### src/rtl/button_conditioner.sv
// N-channel push-button front end: sync, debounce, press/release pulses, auto-repeat.
// Ports: clk, rst (async active-low), btn_in, repeat_en -> btn_level, btn_press, btn_release.
module button_conditioner #(
  parameter int N_CH         = 4,
  parameter int SYNC_STAGES  = 2,
  parameter int DEBOUNCE_CYC = 16,
  parameter int REPEAT_DELAY = 64,
  parameter int REPEAT_RATE  = 16
) (
  input  logic            clk,
  input  logic            rst,
  input  logic [N_CH-1:0] btn_in,
  input  logic [N_CH-1:0] repeat_en,
  output logic [N_CH-1:0] btn_level,
  output logic [N_CH-1:0] btn_press,
  output logic [N_CH-1:0] btn_release
);

  localparam int DW   = $clog2(DEBOUNCE_CYC + 1);
  localparam int RMAX = (REPEAT_DELAY > REPEAT_RATE) ?
                        REPEAT_DELAY : REPEAT_RATE;
  localparam int RW   = $clog2(RMAX + 1);

  localparam logic [DW-1:0] D_LAST  = DW'(DEBOUNCE_CYC - 1);
  localparam logic [DW-1:0] D_ONE   = DW'(1);
  localparam logic [RW-1:0] R_DELAY = RW'(REPEAT_DELAY);
  localparam logic [RW-1:0] R_RATE  = RW'(REPEAT_RATE);
  localparam logic [RW-1:0] R_ONE   = RW'(1);

  typedef enum logic [1:0] {
    IDLE,
    DELAY,
    REPEAT,
    HELD
  } rep_state_t;

  for (genvar i = 0; i < N_CH; i++) begin : g_ch
    logic [SYNC_STAGES-1:0] sync_q;
    logic                   s;
    logic [DW-1:0]          dcnt_q, dcnt_d;
    logic                   lvl_q, lvl_d;
    logic                   press_q, press_d;
    logic                   rel_q, rel_d;
    rep_state_t             st_q, st_d;
    logic [RW-1:0]          rcnt_q, rcnt_d;
    logic                   acc;
    logic                   acc_press;
    logic                   acc_rel;

    assign s         = sync_q[SYNC_STAGES-1];
    assign acc       = (s != lvl_q) && (dcnt_q == D_LAST);
    assign acc_press = acc & s;
    assign acc_rel   = acc & ~s;

    always_comb begin
      dcnt_d = '0;
      lvl_d  = lvl_q;
      if (s != lvl_q) begin
        if (acc) lvl_d = s;
        else     dcnt_d = dcnt_q + D_ONE;
      end
    end

    // Release wins over everything, including a repeat
    // pulse that happens to be due on the same edge.
    always_comb begin
      st_d    = st_q;
      rcnt_d  = rcnt_q;
      press_d = 1'b0;
      rel_d   = 1'b0;
      if (acc_rel) begin
        st_d   = IDLE;
        rcnt_d = '0;
        rel_d  = 1'b1;
      end else begin
        unique case (st_q)
          IDLE: begin
            if (acc_press) begin
              press_d = 1'b1;
              if (repeat_en[i]) begin
                st_d   = DELAY;
                rcnt_d = R_ONE;
              end else begin
                st_d = HELD;
              end
            end
          end
          DELAY: begin
            if (!repeat_en[i]) begin
              st_d   = HELD;
              rcnt_d = '0;
            end else if (rcnt_q == R_DELAY) begin
              press_d = 1'b1;
              st_d    = REPEAT;
              rcnt_d  = R_ONE;
            end else begin
              rcnt_d = rcnt_q + R_ONE;
            end
          end
          REPEAT: begin
            if (!repeat_en[i]) begin
              st_d   = HELD;
              rcnt_d = '0;
            end else if (rcnt_q == R_RATE) begin
              press_d = 1'b1;
              rcnt_d  = R_ONE;
            end else begin
              rcnt_d = rcnt_q + R_ONE;
            end
          end
          HELD: begin
            st_d = HELD;
          end
          default: begin
            st_d   = IDLE;
            rcnt_d = '0;
          end
        endcase
      end
    end

    always_ff @(posedge clk or negedge rst) begin
      if (!rst) begin
        sync_q  <= '0;
        dcnt_q  <= '0;
        lvl_q   <= 1'b0;
        press_q <= 1'b0;
        rel_q   <= 1'b0;
        st_q    <= IDLE;
        rcnt_q  <= '0;
      end else begin
        sync_q  <= {sync_q[SYNC_STAGES-2:0], btn_in[i]};
        dcnt_q  <= dcnt_d;
        lvl_q   <= lvl_d;
        press_q <= press_d;
        rel_q   <= rel_d;
        st_q    <= st_d;
        rcnt_q  <= rcnt_d;
      end
    end

    assign btn_level[i]   = lvl_q;
    assign btn_press[i]   = press_q;
    assign btn_release[i] = rel_q;
  end

endmodule

### config.mk
export PLATFORM = sky130hd
export DESIGN_NAME = button_conditioner
export DESIGN_NICKNAME = d
export VERILOG_FILES = /design/src/rtl/button_conditioner.sv
export SDC_FILE = /design/constraint.sdc
export NUM_CORES = 1
export LEC_CHECK = 0
export ABC_CLOCK_PERIOD_IN_PS = 2450
export CORE_MARGIN = 3
export CORE_UTILIZATION = 40
export DETAILED_ROUTE_END_ITERATION = 10
export RECOVER_POWER = 50
export SLEW_MARGIN = 5
export SYNTH_ARGS = -nofsm -noshare
export SYNTH_HDL_FRONTEND = slang
export SYNTH_SLANG_ARGS = --single-unit
### constraint.sdc
create_clock -name clk -period 2.45 [get_ports clk]
set_input_delay 0.245 -clock clk [delete_from_list [all_inputs] [get_ports clk]]
set_output_delay 0.245 -clock clk [all_outputs]
set_load 0.02 [all_outputs]
==> results of run 1 <==
[cells in the mapped netlist, types with 11 or more instances]
master,count
a21oi_1,15
nor2b_1,11
dfrtp_1,76
nor3_1,13
and3_1,14
a22o_1,13
nor2_1,38
inv_1,26
o21ai_0,23
nand2_1,36
ha_1,32
buf_4,12
nand3_1,17
[layer usage]
metal  global-route usage, %  wire [um]  vias up
met3                    3.88        300       11
met2                    22.6       3980       50
met5                       0          0        -
met4                    4.95        122        0
li1                        -          -     1679
met1                    17.8       3990     1612
[sequential cells by signal (all words and copies together) (netlist names)]
register      count
g_ch.sync_q       8
g_ch.rel_q        4
g_ch.lvl_q        4
g_ch.st_q         8
g_ch.press_q      4
g_ch.rcnt_q      28
g_ch.dcnt_q      20
[what timing repair did]
action	in CTS	in global routing
setup buffers	0	0
hold buffers	1	0
hold endpoints to repair	34	0
[kinds of logic (layout without fill, tap and decap cells)]
group | Yosys count | count (layout) | synth area share (%)
and+or+nand+nor | 170 | 170 | 20.9
AOI/OAI and AO/OA | 115 | 115 | 19.1
DFF | 76 | 76 | 43.0
buffers and inverters | 43 | 70 | 4.73
adders and majority gates | 32 | 32 | 9.06
xor gates and xnor gates | 13 | 13 | 2.58
muxes | 2 | 2 | 0.566
[metrics by stage]
step	hold WS, ns	util (%)	cells
6_report	0.350	46.9	614
5_1_grt	0.360	46.9	614
4_1_cts	0.294	47.1	614
3_5_place_dp	0.243	45.0	598
3_3_place_gp	0.243	45.0	598
2_1_floorplan	-0.0506	-	451
[area by class of cell]
cell class              count  area [um2]  area share (%)
flip-flops and latches     76        1900            38.4
multi-input cells         332        2310            46.6
repair buffers             28         254            5.13
clock buffers               9         124            2.50
inverters                  27         101            2.05
clock inverters             6        90.1            1.82
well taps                 136         170            3.44
[power by group through the flow]
stage | Combinational, mW | Sequential, mW | Clock (mW)
CTS | 0.728 | 1.42 | 1.10
floorplan | 0.542 | 1.42 | 0
global placement | 0.721 | 1.44 | 0
detailed placement | 0.725 | 1.44 | 0
finish | 0.721 | 1.42 | 1.05
global route | 0.822 | 1.43 | 1.15
[cell usage in the layout, fill, tap and decap left out, drive strengths merged, types with 4 or more instances in the layout]
cell,Yosys,routed
nand3,17,17
nor3,14,14
xor2,9,9
clkdlybuf4s50,0,16
clkbuf,2,12
nand2b,9,9
o31ai,7,7
o21ai,30,30
a21oi,15,15
dfrtp,76,76
xnor2,4,4
a211oi,9,9
nor2b,12,12
and3,14,14
nand3b,5,5
ha,32,32
inv,27,27
nor2,39,39
o22ai,5,5
and2,4,4
a22o,13,13
dlygate4sd3,0,5
nand2,36,36
a2111oi,4,4
buf,14,4
[worst min path at each step]
stage | end | slack [ns]
after global routing | g_ch[2].sync_q[1] | 0.36
after floorplan | g_ch[0].dcnt_q[0] | -0.05
final | g_ch[1].sync_q[1] | 0.35
after global placement | g_ch[3].press_q | 0.24
after detailed placement | g_ch[3].press_q | 0.24
after CTS | g_ch[3].sync_q[0] | 0.29
==> impl_metrics.py, run 1 <==
metrics = {
    "critical_path": {
        "worstPathMaxFanout": 5,
        "critPathCaptureType": "register",
        "path_cells": "inv_1 -> ha_1 -> o311ai_2 -> a211oi_1 -> o21ai_2 -> o31ai_1",
        "rrSetupSlack_ns": 0.29,
        "worstSetupStartpoint": "g_ch[0].st_q[1]",
        "path_delay_family": "compound AO/OA/AOI/OAI gates",
        "critPathSlowestCell": "a211oi_1",
        "r2r-start": "g_ch[0].st_q[1]",
        "r2r-end": "g_ch[0].rcnt_q[3]",
        "cp.arrival_ns": 2.43,
        "r2r_cells": 6,
        "worst_setup_path_endpoint": "g_ch[0].rcnt_q[3]",
        "cp_data_required_time_ns": 2.72,
        "worstSetupPathType": "reg -> reg",
        "cp_num_cells": 6,
        "path_buf_inv": 1,
        "slowest_delay_ns": 0.60,
        "cp-start-kind": "register",
    },
    "cells_and_area": {
        "num-fill-cells": 991,
        "drive_gt1_share_pct": 8.16,
        "num_antenna_cells": 0,
        "syn2layout_area_growth_pct": 12.0,
        "fin_area_um2": 4950,
        "nNetsFinal": 516,
    },
    "clock_network": {
        "htree_levels": 3,
        "tritoncts.num_buffers": 9,
        "path_clk_slew_ns": 0.08,
        "cts-resized-gates": 0,
        "clockBufferDepth": 2,
        "cts_root_buf": "clkbuf_8",
        "clock_latency_ns": 0.36,
        "cts.sinks": 76,
        "tritoncts": "done",
    },
    "floorplanning": {
        "dieArea_um2": 12300,
        "die_x_um": 111,
        "io_pins": 22,
        "core-area_um2": 10600,
        "initial_core_util_pct": 41.9,
        "die_h_um": 111,
        "rows": 37,
    },
    "synthesis": {
        "syn_area_per_cell_um2": 9.80,
        "synth.yosys.warnings": 0,
        "ys_seq_area_share_pct": 43.0,
        "synth_area_leaders": "dfrtp_1 (43%), ha_1 (9.1%), nor2_1 (3.2%)",
        "synth_top_area_share_pct": 43.0,
        "ys_ff_latch": 76,
        "syn_inst": 451,
        "synth_edf_count": 0,
        "synth_nets": 493,
        "synth_top_area_cell": "dfrtp_1",
        "synthArstFlopShare_pct": 100,
        "synth-main-ff-cell": "dfrtp_1",
        "ys_types": 67,
        "syn_area_um2": 4420,
    },
    "timing": {
        "maxSlewViolCount": 0,
        "fin_ws_ns": 0.291,
        "tightest_slew_ns": 1.01,
        "setup_viol": 0,
        "fin_skew_ns": 0.0140,
        "finalCritPeriodShare_pct": 88.1,
        "tns_ns": 0,
        "hold_viol": 0,
        "slew_headroom_pct": 32.8,
        "fmax_mhz": 463,
        "period_needed_ns": 2.16,
        "grt_setup_unrepaired": "false",
    },
    "drt": {
        "vias_per_cell": 5.46,
        "drtIter0Drc": 169,
        "ant_nets": 0,
        "post_drt_wl_per_cell_um": 13.7,
        "drcViolationCount": 0,
        "wl_mm": 8.39,
        "vias": 3352,
        "dr.pass1.iters": 4,
    },
    "power": {
        "power_mw": 3.19,
        "clkPwrFrac_pct": 33.0,
        "power.density_nw_per_um2": 645,
        "seqPwrFrac_pct": 44.4,
        "combPwrFrac_pct": 22.6,
        "p_int_mw": 2.20,
        "switching_share_pct": 31.0,
        "max-vdd-ir-drop_mv": 0.508,
        "p_leak_nw": 2.18,
        "p_sw_mw": 0.990,
    },
    "placed_design": {
        "dp_hpwl_mm": 6.06,
        "pre_cts_slack_ns": 0.301,
        "port-buffer-count": 21,
        "postPlaceCellArea_um2": 4750,
        "place.gp.congestion": 0.825,
    },
    "grt": {
        "first_global_vias": 3190,
        "antenna_found_initial": 0,
        "grt-ovfl-total": 0,
        "grt_max_degree": 43,
        "track_usage_pct": 13.9,
        "grt_pass1_wl_mm": 14.4,
    },
    "hold_path": {
        "hp-start": "g_ch[1].sync_q[0]",
        "min_path_cells": 0,
        "hold_class": "reg -> reg",
    },
    "status": {
        "status": "complete, no violations",
    },
    "flow_run": {
        "cap_violations": 0,
    },
}
Note: power is estimated with default switching activity, not from simulation.
==> inputs of run 2 (changes only) <==
Settings changed: CORE_ASPECT_RATIO set to 2, SETUP_SLACK_MARGIN set to 0.02.
==> run 2 against run 1 <==
  * Clock skew shrank 0.0077 ns
  * Utilization is 0.52 points higher
  * Sequential power is essentially flat
  * Critical path type unchanged
==> impl_metrics.py, run 2 (synthesis results as in run 1) <==
metrics = {
    "drt": {
        "vias": 3396,
        "drcViolationCount": 0,
        "vias_per_cell": 5.50,
        "post_drt_wl_per_cell_um": 14.5,
        "ant_nets": 0,
        "dr.pass1.iters": 4,
        "wl_mm": 8.96,
        "drtIter0Drc": 142,
    },
    "flow_run": {
        "cap_violations": 0,
    },
    "cells_and_area": {
        "num_antenna_cells": 0,
        "reg_top3": "g_ch.rcnt_q: 28 flops, g_ch.dcnt_q: 20 flops",
        "num-fill-cells": 1004,
        "final_cell_mix": "dfrtp_1 (76), nor2_1 (38), nand2_1 (36)",
        "largest_reg_flops": 28,
        "regArea_um2": 1900,
        "nNetsFinal": 517,
        "final_common_cell": "dfrtp_1",
        "final_cells": 617,
        "utilization_pct": 47.4,
        "drive_gt1_share_pct": 8.13,
        "regMostFlops": "g_ch.rcnt_q",
        "syn2layout_area_growth_pct": 14.6,
        "multi_input_area_um2": 2310,
    },
    "floorplanning": {
        "io_pins": 22,
        "die_x_um": 80.3,
        "die_h_um": 155,
        "rows": 53,
        "core-area_um2": 10700,
        "dieArea_um2": 12400,
        "initial_core_util_pct": 41.4,
    },
    "timing": {
        "fmax_mhz": 465,
        "fin_ws_ns": 0.300,
        "slew_headroom_pct": 24.6,
        "finalCritPeriodShare_pct": 87.8,
        "period_needed_ns": 2.15,
        "maxSlewViolCount": 0,
        "hold_viol": 0,
        "fin_skew_ns": 0.00627,
        "tightest_slew_ns": 1.13,
        "grt_setup_unrepaired": "false",
        "tns_ns": 0,
        "setup_viol": 0,
    },
    "clock_network": {
        "cts_root_buf": "clkbuf_16",
        "clock_latency_ns": 0.33,
        "tritoncts.num_buffers": 9,
        "path_clk_slew_ns": 0.06,
        "clockBufferDepth": 2,
        "cts_setup_buffers": 0,
        "tritoncts": "done",
        "htree_levels": 3,
        "cts.sinks": 76,
    },
    "critical_path": {
        "critPathCaptureType": "register",
        "worstSetupPathType": "reg -> reg",
        "slowest_delay_ns": 0.47,
        "path_delay_family": "simple AND/OR/NAND/NOR gates",
        "rrSetupSlack_ns": 0.30,
        "cp_num_cells": 7,
        "path_cells": "ha_1 -> and4b_1 -> nand3b_1 -> inv_2 -> nor4_4 -> a41oi_1 -> a31oi_1",
        "cp-start-kind": "register",
        "path_buf_inv": 1,
        "cp.arrival_ns": 2.40,
        "r2r_cells": 7,
        "r2r-start": "g_ch[3].dcnt_q[0]",
        "critPathSlowestCell": "nor4_4",
        "cp_data_required_time_ns": 2.70,
        "worstPathMaxFanout": 10,
        "r2r-end": "g_ch[3].rcnt_q[6]",
    },
    "grt": {
        "grt_max_degree": 46,
        "first_global_vias": 3426,
        "antenna_found_initial": 0,
        "grt_pass1_wl_mm": 15.7,
        "grt-ovfl-total": 0,
        "track_usage_pct": 15.8,
    },
    "hold_path": {
        "hold_class": "reg -> reg",
        "hp-start": "g_ch[0].sync_q[0]",
        "min_to": "g_ch[0].sync_q[1]",
        "min_path_cells": 0,
    },
    "placed_design": {
        "pre_cts_slack_ns": 0.285,
        "port-buffer-count": 21,
        "placed_cells": 600,
        "dp_hpwl_mm": 6.69,
        "place.gp.congestion": 0.805,
    },
    "power": {
        "power_mw": 3.58,
        "p_leak_nw": 2.23,
        "power.density_nw_per_um2": 708,
        "max-vdd-ir-drop_mv": 0.362,
    },
    "status": {
        "status": "complete, no violations",
    },
}
==> run 2: power breakdown <==
part           internal, mW  total, mW  switching [mW]
registers              1.33       1.42          0.0845
clock network         0.920       1.44           0.519
logic                 0.302      0.724           0.423
total                  2.56       3.58            1.03
==> run 2: cell type report <==
class	instances	area share [%]
flip-flops and latches	76	37.6
repair buffers	29	5.02
multi-input cells	332	45.6
inverters	27	2.00
well taps	137	3.39
clock buffers	10	4.72
clock inverters	6	1.71
==> run 2: how the worst max path moves through the flow <==
stage	start	endpoint
after floorplan	g_ch[0].rcnt_q[0]	g_ch[0].st_q[0]
after global placement	g_ch[1].rcnt_q[0]	g_ch[1].rcnt_q[6]
after detailed placement	repeat_en[0]	g_ch[0].rcnt_q[3]
after CTS	g_ch[1].rcnt_q[0]	g_ch[1].st_q[0]
after global routing	g_ch[0].st_q[1]	g_ch[0].rcnt_q[3]
final	g_ch[3].dcnt_q[0]	g_ch[3].rcnt_q[6]
==> run 2: what timing repair did <==
action,4_1_cts,5_1_grt
hold endpoints to repair,42,0
hold buffers,1,0
resized for setup,0,0
==> run 2: through the flow <==
step / hold slack (ns) / cell area, um2
after floorplan: -0.0506 / 4420
after global placement: 0.275 / 4740
after detailed placement: 0.287 / 4740
after CTS: 0.336 / 5080
after global routing: 0.356 / 5060
final: 0.350 / 5060
==> run 2: layer usage <==
metal / share of wire (%) / GRT usage [%] / vias up / wire length (um)
met1: 40 / 17.6 / 1655 / 3620
li1: - / - / 1685 / -
met5: 0 / 0 / - / 0
met2: 55 / 28.5 / 39 / 4910
met4: 2.4 / 6.77 / 0 / 216
met3: 2.5 / 2.91 / 17 / 221
